**config.mk**
```make
export PLATFORM = sky130hd
export DESIGN_NAME = alu_arbiter
export DESIGN_NICKNAME = d
export VERILOG_FILES = /design/src/rtl/alu_arbiter.sv
export SDC_FILE = /design/constraint.sdc
export NUM_CORES = 1
export LEC_CHECK = 0
export ABC_AREA = 1
export BUFFER_PORTS_ARGS = -buffer_cell sky130_fd_sc_hd__buf_2
export CAP_MARGIN = 20
export CELL_PAD_IN_SITES_DETAIL_PLACEMENT = 1
export CELL_PAD_IN_SITES_GLOBAL_PLACEMENT = 2
export CORE_UTILIZATION = 22
export DETAILED_ROUTE_END_ITERATION = 7
export PLACE_DENSITY_LB_ADDON = 0.08
export RECOVER_POWER = 100
export SLEW_MARGIN = 20
export SYNTH_ARGS = -nofsm -noshare
export SYNTH_HDL_FRONTEND = slang
export SYNTH_SLANG_ARGS = --single-unit
```
**constraint.sdc**
```tcl
create_clock -name clk -period 1.5 [get_ports clk]
set_input_delay 0.3 -clock clk [delete_from_list [all_inputs] [get_ports clk]]
set_output_delay 0.3 -clock clk [all_outputs]
set_load 0.005 [all_outputs]
```
**src/rtl/alu_arbiter.sv**
```systemverilog
// Purpose : two-requester round-robin front end that issues one operation at a time to a shared ALU.
// Latency : 4 cycles minimum from request sampled to done (IDLE, ISSUE, WAIT with alu_rdy, DONE).
// Backpressure: requests wait in IDLE while an operation is in flight; WAIT holds until alu_rdy.
//
// Ports:
//   clk, rst_n                  clock, asynchronous active-low reset
//   req*/op*/a*/b*              requester operation requests, opcodes and operands
//   gnt*, done*                 ownership from grant through done; one-cycle completion pulse
//   res_acc1/res_acc2/res_flags captured ALU results, held until the next capture
//   busy, err                   not-IDLE indicator; sticky timeout flag
//   alu_*                       handshake, opcode and operands to/from the shared ALU
//
// Optional feature: define ALU_ARB_TIMEOUT_EN to give WAIT a TIMEOUT_CYCLES limit.
// On expiry the operation completes with zeroed results and err latches high.

module alu_arbiter #(
    parameter int TIMEOUT_CYCLES = 16
) (
    input  logic        clk,
    input  logic        rst_n,
    input  logic        req0,
    input  logic        req1,
    input  logic [5:0]  op0,
    input  logic [5:0]  op1,
    input  logic [15:0] a0,
    input  logic [15:0] b0,
    input  logic [15:0] a1,
    input  logic [15:0] b1,
    output logic        gnt0,
    output logic        gnt1,
    output logic        done0,
    output logic        done1,
    output logic [15:0] res_acc1,
    output logic [15:0] res_acc2,
    output logic [3:0]  res_flags,
    output logic        busy,
    output logic        err,
    output logic        alu_bgn,
    output logic [5:0]  alu_opcode,
    output logic [15:0] alu_a,
    output logic [15:0] alu_b,
    input  logic [15:0] alu_acc1,
    input  logic [15:0] alu_acc2,
    input  logic [3:0]  alu_flags,
    input  logic        alu_rdy
);

    typedef enum logic [1:0] {
        S_IDLE  = 2'd0,
        S_ISSUE = 2'd1,
        S_WAIT  = 2'd2,
        S_DONE  = 2'd3
    } state_t;

    state_t      state_q, state_d;
    logic        ptr_q;                 // requester that wins a tie
    logic        sel_q, sel_d;          // requester currently being served
    logic        gnt0_q, gnt1_q;
    logic [5:0]  op_q;
    logic [15:0] a_q, b_q;
    logic [15:0] acc1_q, acc2_q;
    logic [3:0]  flags_q;
    logic        timeout;

`ifdef ALU_ARB_TIMEOUT_EN
    localparam int CW = $clog2(TIMEOUT_CYCLES + 1);
    logic [CW-1:0] cnt_q;
    logic          err_q;

    // cnt_q counts completed WAIT cycles; expiry fires on the last permitted one.
    assign timeout = (cnt_q == CW'(TIMEOUT_CYCLES - 1));
`else
    logic unused_timeout;
    assign unused_timeout = |TIMEOUT_CYCLES;
    assign timeout        = 1'b0;
`endif

    // State register
    always_ff @(posedge clk or negedge rst_n) begin
        if (!rst_n) begin
            state_q <= S_IDLE;
        end else begin
            state_q <= state_d;
        end
    end

    // Next-state and arbitration
    always_comb begin
        state_d = state_q;
        sel_d   = sel_q;
        case (state_q)
            S_IDLE: begin
                if (req0 || req1) begin
                    // Tie goes to the pointer; a lone request wins outright.
                    sel_d   = (req0 && req1) ? ptr_q : req1;
                    state_d = S_ISSUE;
                end
            end
            S_ISSUE: state_d = S_WAIT;
            S_WAIT: begin
                if (alu_rdy || timeout) begin
                    state_d = S_DONE;
                end
            end
            S_DONE:  state_d = S_IDLE;
            default: state_d = S_IDLE;
        endcase
    end

    // Grant, operand latch, result capture and pointer
    always_ff @(posedge clk or negedge rst_n) begin
        if (!rst_n) begin
            ptr_q   <= 1'b0;
            sel_q   <= 1'b0;
            gnt0_q  <= 1'b0;
            gnt1_q  <= 1'b0;
            op_q    <= '0;
            a_q     <= '0;
            b_q     <= '0;
            acc1_q  <= '0;
            acc2_q  <= '0;
            flags_q <= '0;
`ifdef ALU_ARB_TIMEOUT_EN
            cnt_q   <= '0;
            err_q   <= 1'b0;
`endif
        end else begin
            case (state_q)
                S_IDLE: begin
                    if (req0 || req1) begin
                        sel_q  <= sel_d;
                        gnt0_q <= ~sel_d;
                        gnt1_q <= sel_d;
                        op_q   <= sel_d ? op1 : op0;
                        a_q    <= sel_d ? a1  : a0;
                        b_q    <= sel_d ? b1  : b0;
                    end
                end
                S_ISSUE: begin
`ifdef ALU_ARB_TIMEOUT_EN
                    cnt_q <= '0;
`endif
                end
                S_WAIT: begin
                    if (alu_rdy) begin
                        acc1_q  <= alu_acc1;
                        acc2_q  <= alu_acc2;
                        flags_q <= alu_flags;
                    end else if (timeout) begin
                        acc1_q  <= '0;
                        acc2_q  <= '0;
                        flags_q <= '0;
`ifdef ALU_ARB_TIMEOUT_EN
                        err_q   <= 1'b1;
`endif
                    end
`ifdef ALU_ARB_TIMEOUT_EN
                    cnt_q <= cnt_q + 1'b1;
`endif
                end
                S_DONE: begin
                    gnt0_q <= 1'b0;
                    gnt1_q <= 1'b0;
                    ptr_q  <= ~sel_q;
                end
                default: ;
            endcase
        end
    end

    // Outputs
    always_comb begin
        gnt0       = gnt0_q;
        gnt1       = gnt1_q;
        done0      = (state_q == S_DONE) && !sel_q;
        done1      = (state_q == S_DONE) &&  sel_q;
        busy       = (state_q != S_IDLE);
        alu_bgn    = (state_q == S_ISSUE);
        alu_opcode = (state_q == S_IDLE) ? 6'd0 : op_q;
        alu_a      = a_q;
        alu_b      = b_q;
        res_acc1   = acc1_q;
        res_acc2   = acc2_q;
        res_flags  = flags_q;
`ifdef ALU_ARB_TIMEOUT_EN
        err        = err_q;
`else
        err        = 1'b0;
`endif
    end

endmodule

```
# == Yosys cells after proc, flatten, opt, wreduce, memory -nomap -nowiden ==
# Index checks and enable logic that the tools add are counted.
# totals
ff_bits,80
inputBits,117
out_inout_bits,81
wordCells,44
# classes
eq_ne,5
mux,14
n_bitwise,2
reduce_logical,12
# op_table
op,count
2-to-1 mux 16 bit,2
2-to-1 mux 6 bit,2
case mux 2 bit (4 select lines),1
AND reduction 2 bit,4
2-to-1 mux 1 bit,5
== test 2 bit (second input constant),2
2-to-1 mux 2 bit,2
!= test 2 bit (second input constant),2
case mux 1 bit (2 select lines),2
nonzero test 2 bit,2
logical AND 1 bit,3
== test 2 x 1 -> 1 bit (second input constant),1
logical NOT 2 bit,1
inverter 1 bit,2
logical NOT 1 bit,1
logical OR 1 bit,1

# == Longest topological paths before layout ==
# Gate-level depths: netlist (run 1).
# logic_depth
depth_word,7
mapped_depth,11
mapped_depth_nobuf,9

# == Worst setup path before layout (run 1) ==
# OpenSTA, ideal clock, no wires.
# synth_path
path_kind,flip-flop to flip-flop
from,register state_q[0]
to,register acc1_q[0] (netlist: res_acc1[0])
setup_ns,0.125
t_arrival_ns,1.375
required_time_ns,1.375
setup_slack_ns,0.000
stages_incl_launch_ff,6
path_buffers,1
period_less_slack_ns,1.500
path_cell_list,dfrtp_1 -> inv_1 -> ha_1 -> nand2_2 -> buf_2 -> mux2_2
# synth_between
elab_chain_cells,2
# synth_rtl
item,line_no,rtl
"start, declared",55,"state_t state_q, state_d;"
"start signal, assigned",83,state_q <= state_d;
== test 2 bit,128,case (state_q)
AND reduction 2 bit (no source line),-,
"end signal, assigned",146,acc1_q <= alu_acc1;
"end, declared",61,"logic [15:0] acc1_q, acc2_q;"
# Every way passes these cells.
# A chain may end at the register's enable or synchronous reset.

# == Final worst setup path (run 1) ==
# layout_path
from,register state_q[0]
to,output alu_opcode[1]
# layout_between
elab_chain_cells,2
# layout_rtl
item,line_no,rtl
logical NOT 2 bit,179,alu_opcode = (state_q == S_IDLE) ? 6'd0 : op_q;
2-to-1 mux 6 bit,179,
"end, declared",39,"output logic [5:0] alu_opcode,"
# Every way passes these cells.

==> impl_metrics.json, run 1 <==
{
  "num_vias": 3706,
  "clock_skew_ns": 0.00900,
  "synth.net_count": 580,
  "final_common_cell": "buf_2",
  "p_leak_nw": 3.65,
  "path_max_fanout": 7,
  "cts_tree": "built",
  "hold_class": "in -> reg",
  "rsz0062_at_grt": "true",
  "run_status": "finished, violations left",
  "ctsLongestPathBuffers": 2,
  "layout-drive-gt1-share": 0.462,
  "numCtsBuffers": 9,
  "row_count": 47,
  "slowest_stage": "dfrtp_1",
  "synth_warnings": 0,
  "finalNetCount": 810,
  "drtPass1Iterations": 4,
  "first_global_vias": 3797,
  "period_share": 1.08,
  "io_buffer_count": 196,
  "gp_congestion": 0.698,
  "hold_viol": 0,
  "viasPerCell": 4.06,
  "critical_path_class": "reg -> out",
  "drc": 0,
  "synthAdderAreaFrac": 0.0163,
  "gr-total-overflow": 0,
  "wire_per_inst_um": 15.5,
  "diodes": 0,
  "start_util": 0.228,
  "die_h_um": 134,
  "ys_ff_latch": 80,
  "synth_cells": 458,
  "synth_xor_xnor_area_share": 0,
  "antenna_left": 0,
  "maxCapViolations": 0,
  "drtIter0Drc": 113,
  "yosys.area_share.simple": 0.173,
  "synth_compound_area_frac": 0.0616,
  "dp_hpwl_um": 8820,
  "cts_root_buffer": "clkbuf_16",
  "critPathTopFamily": "flip-flops",
  "die_w_um": 134,
  "yosysSeqAreaShare": 0.522,
  "crit_buf_inv": 3,
  "path_cells": "inv_2, ha_4, buf_12, nor2_4, buf_2",
  "synth_top_area_cell": "dfrtp_1",
  "crit_arrival_ns": 1.32,
  "core_area_um2": 16800,
  "crit_path_start_kind": "flop",
  "peakVddDrop_mv": 0.657,
  "grt_pass1_wl_um": 19900,
  "endpoint_kind": "output port",
  "fmax_ghz": 0.616,
  "synth_top_family_by_area": "simple AND/OR/NAND/NOR gates",
  "num-fill-cells": 2005,
  "relSlewSlack": 0.191,
  "violations": "setup timing",
  "clock_latency_ns": 0.34,
  "setup_violations": 83,
  "die-area_um2": 18000,
  "htreeDepth": 3,
  "ios": 198,
  "layout_common_cells": "193 x buf_2, 153 x nand2_1, 88 x inv_1",
  "final_max_slew_viol_count": 0,
  "grt_use_total": 0.144,
  "powerDensity_nw_per_um2": 2090,
  "final_util": 0.371,
  "synthTopCellsByArea": "dfrtp_1 52%, nand2_1 16%, mux2_2 11%",
  "grt_start_max_net_pins": 81,
  "pre_cts_ws_ns": -0.0814,
  "wl_um": 14200,
  "antenna_found_initial": 0,
  "slowest_delay_ns": 0.38,
  "clock_sinks": 80,
  "finalCriticalPeriod_ns": 1.62,
  "holdBufCountCts": 0,
  "areaGrowthSynthToFinish_pct": 62.7,
  "synthMuxAreaShare": 0.106,
  "setup_slack_ns": -0.122,
  "path_clk_slew_ns": 0.07,
  "worst_slew_pin_slew_ns": 1.21,
  "worstPathRequired_ns": 1.20,
  "synth_top_area_share": 0.522,
  "avgSynthCellArea_um2": 8.38,
  "synth_area_um2": 3840,
  "synthDistinctLibCells": 18
}
## routing by layer
layer / global-route usage / part of all wire / up-vias
met5: 0 / 0 / -
met4: 0.0581 / 0.013 / 0
met3: 0.0234 / 0.036 / 10
met2: 0.250 / 0.50 / 95
met1: 0.176 / 0.46 / 1772
li1: - / - / 1829
## flip-flops by register name (all words and copies together) (netlist names)
| signal | cells |
|---|---|
| ptr_q | 1 |
| state_q | 2 |
| sel_q | 1 |
| alu_b | 16 |
| gnt0 | 1 |
| res_acc1 | 16 |
| gnt1 | 1 |
| op_q | 6 |
| res_flags | 4 |
| alu_a | 16 |
| res_acc2 | 16 |
## stage by stage
step / area [um^2] / total power, mW / hold WS (ns) / TNS [ns] / cells
floorplan: 3840 / 6.27 / 0.00441 / 0 / 458
global placement: 5200 / 8.50 / 0.375 / 0 / 871
detailed placement: 5200 / 8.65 / 0.382 / -2.28 / 871
CTS: 5690 / 11.6 / 0.00342 / -4.34 / 892
global route: 6250 / 14.1 / 0.174 / -9.37 / 912
finish: 6250 / 13.1 / 0.192 / -4.43 / 912
## layout make-up
cell class	count	area, um^2	share of cell area
timing repair buffer	239	1620	0.260
tap	220	275	0.0441
clock inverter	6	93.8	0.0150
sequential	80	2000	0.320
inverter	93	349	0.0559
clock buffer	9	225	0.0361
multi-input combinational	265	1680	0.269
## cells in the mapped netlist
cell,number
buf_2,12
nand2_2,1
clkbuf_1,5
o21ai_1,1
o211ai_1,1
mux2_2,36
buf_6,2
inv_1,92
nand2_1,163
a21oi_1,38
ha_1,5
conb_1,1
buf_4,2
o21ai_0,5
o21ai_2,1
clkinv_1,1
dfrtp_1,80
nor2_1,12
## power by group
part | switching (mW) | internal (mW) | total (mW) | leakage (nW)
Sequential | 0.553 | 3.23 | 3.78 | 0.974
Combinational | 3.20 | 3.68 | 6.88 | 2.53
Clock | 0.952 | 1.46 | 2.41 | 0.152
## cell families (layout without fill, tap and decap cells)
group	count (synthesis)	after routing
DFF	80	80
other	1	1
buffers and inverters	114	347
muxes	36	36
and+or+nand+nor	176	176
adders and majority gates	5	5
AOI/OAI and AO/OA	46	47
## final timing paths
kind / endpoint / from / slack, ns / depth (start not counted)
setup / recovery: alu_opcode[1] / state_q[0] / -0.12 / 5
hold / removal: res_acc2[10] / alu_acc2[10] / 0.19 / 2
setup reg to reg: alu_b[7] / state_q[0] / -0.08 / 11
hold reg to reg: alu_a[11] / alu_a[11] / 0.47 / 2
max in group asynchronous: alu_a[3] / rst_n / 0.39 / 2
min in group asynchronous: alu_b[4] / rst_n / 0.31 / 2
## what timing repair did
action                                  CTS  global route
pin swaps                                 1            12
cloned                                    1            14
hold endpoints to repair                  0             0
resized for setup                        31            63
endpoints found under the setup margin   48            86
buffers inserted                          5             6
No activity file was read; power rests on OpenSTA's default activity.
==> run 2: changes to the inputs <==
- CORE_MARGIN: not set -> 2
- GPL_ROUTABILITY_DRIVEN: not set -> 0
==> run 2 against run 1 <==
Net effect:
- the run still ends with setup timing left
- register-to-register slack got worse by 0.06 ns
- clock skew shrank 0.0047 ns
- final area up 2.4%
- sequential share of layout area fell by 0.72 points
- critical path type is now reg -> reg
- count of clock-buffer cells in the layout unchanged
- wire length decreased by 3.5%
==> impl_metrics.json, run 2 (synthesized netlist as in run 1, its figures left out) <==
{
  "final_max_slew_viol_count": 0,
  "dp_hpwl_um": 8760,
  "grt_pass1_wl_um": 20600,
  "final-seq-area_um2": 2000,
  "clock_sinks": 80,
  "critPathTopFamily": "buffers and inverters",
  "areaGrowthSynthToFinish_pct": 66.6,
  "path_max_fanout": 4,
  "first_global_vias": 3929,
  "antenna_found_initial": 0,
  "final_util": 0.372,
  "antenna_left": 0,
  "grt_start_max_net_pins": 81,
  "setup_slack_ns": -0.141,
  "rsz0062_at_grt": "true",
  "met2_usage": 0.249,
  "cts_tree": "built",
  "gr-usage-met3": 0.0242,
  "core_area_um2": 17200,
  "ctsLongestPathBuffers": 2,
  "num_vias": 3732,
  "finalNetCount": 814,
  "die_h_um": 136,
  "setup_violations": 68,
  "hold_viol": 0,
  "relSlewSlack": 0.465,
  "slowest_stage": "dfrtp_1",
  "fmax_ghz": 0.609,
  "global_route.peak_usage_layer": "met2",
  "row_count": 48,
  "wire_per_inst_um": 14.9,
  "pwr-share-comb": 0.524,
  "io_buffer_count": 196,
  "clock_skew_ns": 0.00429,
  "ios": 198,
  "die-area_um2": 18500,
  "endpoint_kind": "flop",
  "crit_arrival_ns": 1.87,
  "numCtsBuffers": 9,
  "setup_tns_ns": -3.85,
  "gr-total-overflow": 0,
  "period_share": 1.09,
  "layout-drive-gt1-share": 0.440,
  "drtPass1Iterations": 4,
  "grt_use_total": 0.145,
  "intPower_mw": 8.33,
  "clock_latency_ns": 0.34,
  "powerDensity_nw_per_um2": 2050,
  "htreeDepth": 3,
  "run_status": "finished, violations left",
  "diodes": 0,
  "num-fill-cells": 2046,
  "die_w_um": 136,
  "p_sw_mw": 4.77,
  "met1_usage": 0.181,
  "p_total_mw": 13.1,
  "p_leak_nw": 3.45,
  "critical_path_class": "reg -> reg",
  "worst_slew_pin_slew_ns": 0.803,
  "peakVddDrop_mv": 0.666,
  "fin_cells": 921,
  "maxCapViolations": 0,
  "layout_common_cells": "152 x nand2_1, 141 x buf_2, 87 x inv_1",
  "path_clk_slew_ns": 0.07,
  "drc": 0,
  "wl_um": 13700,
  "crit_path_start_kind": "flop",
  "clkPwrFrac": 0.183,
  "final_common_cell": "nand2_1",
  "hold_class": "in -> reg",
  "slowest_delay_ns": 0.38,
  "dp.cells": 875,
  "path_cells": "inv_2, buf_4, ha_4, nand2_4, buf_8, buf_12, buf_16, mux2_2",
  "crit_buf_inv": 5,
  "finalCriticalPeriod_ns": 1.64,
  "viasPerCell": 4.05,
  "worstPathRequired_ns": 1.73,
  "swShare": 0.364,
  "drtIter0Drc": 76,
  "cts_root_buffer": "clkbuf_16",
  "violations": "setup timing",
  "pwr-share-seq": 0.293,
  "start_util": 0.223,
  "multi_input_area_um2": 1730
}
## run 2: cell types whose count changed in the layout (fill, tap and decap cells not counted), moves of 6 or more
cell and delta:
mux2_2 +21, buf_2 -52, buf_4 -6, clkbuf_1 +51, clkbuf_16 -6, mux2_4 -21, a21oi_2 +28, a21oi_1 -33
buf_16 +9
## run 2: worst paths after layout
check / startpoint / end / depth (start not counted) / slack, ns
max: state_q[0] / res_acc2[3] / 8 / -0.14
min: alu_acc1[0] / res_acc1[0] / 2 / 0.18
max reg2reg: state_q[0] / res_acc2[3] / 8 / -0.14
min reg2reg: op_q[2] / op_q[2] / 2 / 0.47
max in group asynchronous: rst_n / state_q[1] / 3 / 0.25
min in group asynchronous: rst_n / alu_b[1] / 3 / 0.67
## run 2: through the flow
stage | instance area [um^2] | hold WS (ns) | worst slack (ns)
6_report | 6390 | 0.181 | -0.141
2_1_floorplan | 3840 | 0.00441 | 0.000229
3_3_place_gp | 5170 | 0.372 | -0.0333
3_5_place_dp | 5170 | 0.377 | -0.107
4_1_cts | 6060 | 0.165 | -0.175
5_1_grt | 6390 | 0.176 | -0.200
## run 2: layout make-up
cell class / count / share of cell area
sequential: 80 / 0.313
multi-input combinational: 264 / 0.270
timing repair buffer: 244 / 0.268
inverter: 93 / 0.0546
tap: 225 / 0.0440
clock buffer: 9 / 0.0352
clock inverter: 6 / 0.0147
## run 2: what timing repair did
action	CTS	global route
endpoints found under the hold margin	1	0
gates cloned	10	3
pin swaps	18	23
endpoints found under the setup margin	84	87
buffers inserted	11	7
hold buffers	1	0
gates resized for setup	57	80
## run 2: worst reg2reg max path: stages, from the launching register on
cell	delay, ns
dfrtp_1	0.38
inv_2	0.08
buf_4	0.14
ha_4	0.16
nand2_4	0.09
buf_8	0.14
buf_12	0.11
buf_16	0.11
mux2_2	0.33
## run 2: power by group through the flow
| stage | sequential (mW) | combinational [mW] | clock, mW |
|---|---|---|---|
| final | 3.84 | 6.86 | 2.40 |
| after global routing | 3.97 | 7.59 | 2.57 |
| after CTS | 3.79 | 6.24 | 2.50 |
| after detailed placement | 3.79 | 4.74 | 0 |
| after global placement | 3.78 | 4.63 | 0 |
| after floorplan | 3.84 | 2.43 | 0 |
## run 2: per-layer routing
metal	vias up	routed length, um
met2	96	6630
li1	1838	-
met5	-	0
met4	0	270
met3	15	575
met1	1783	6200
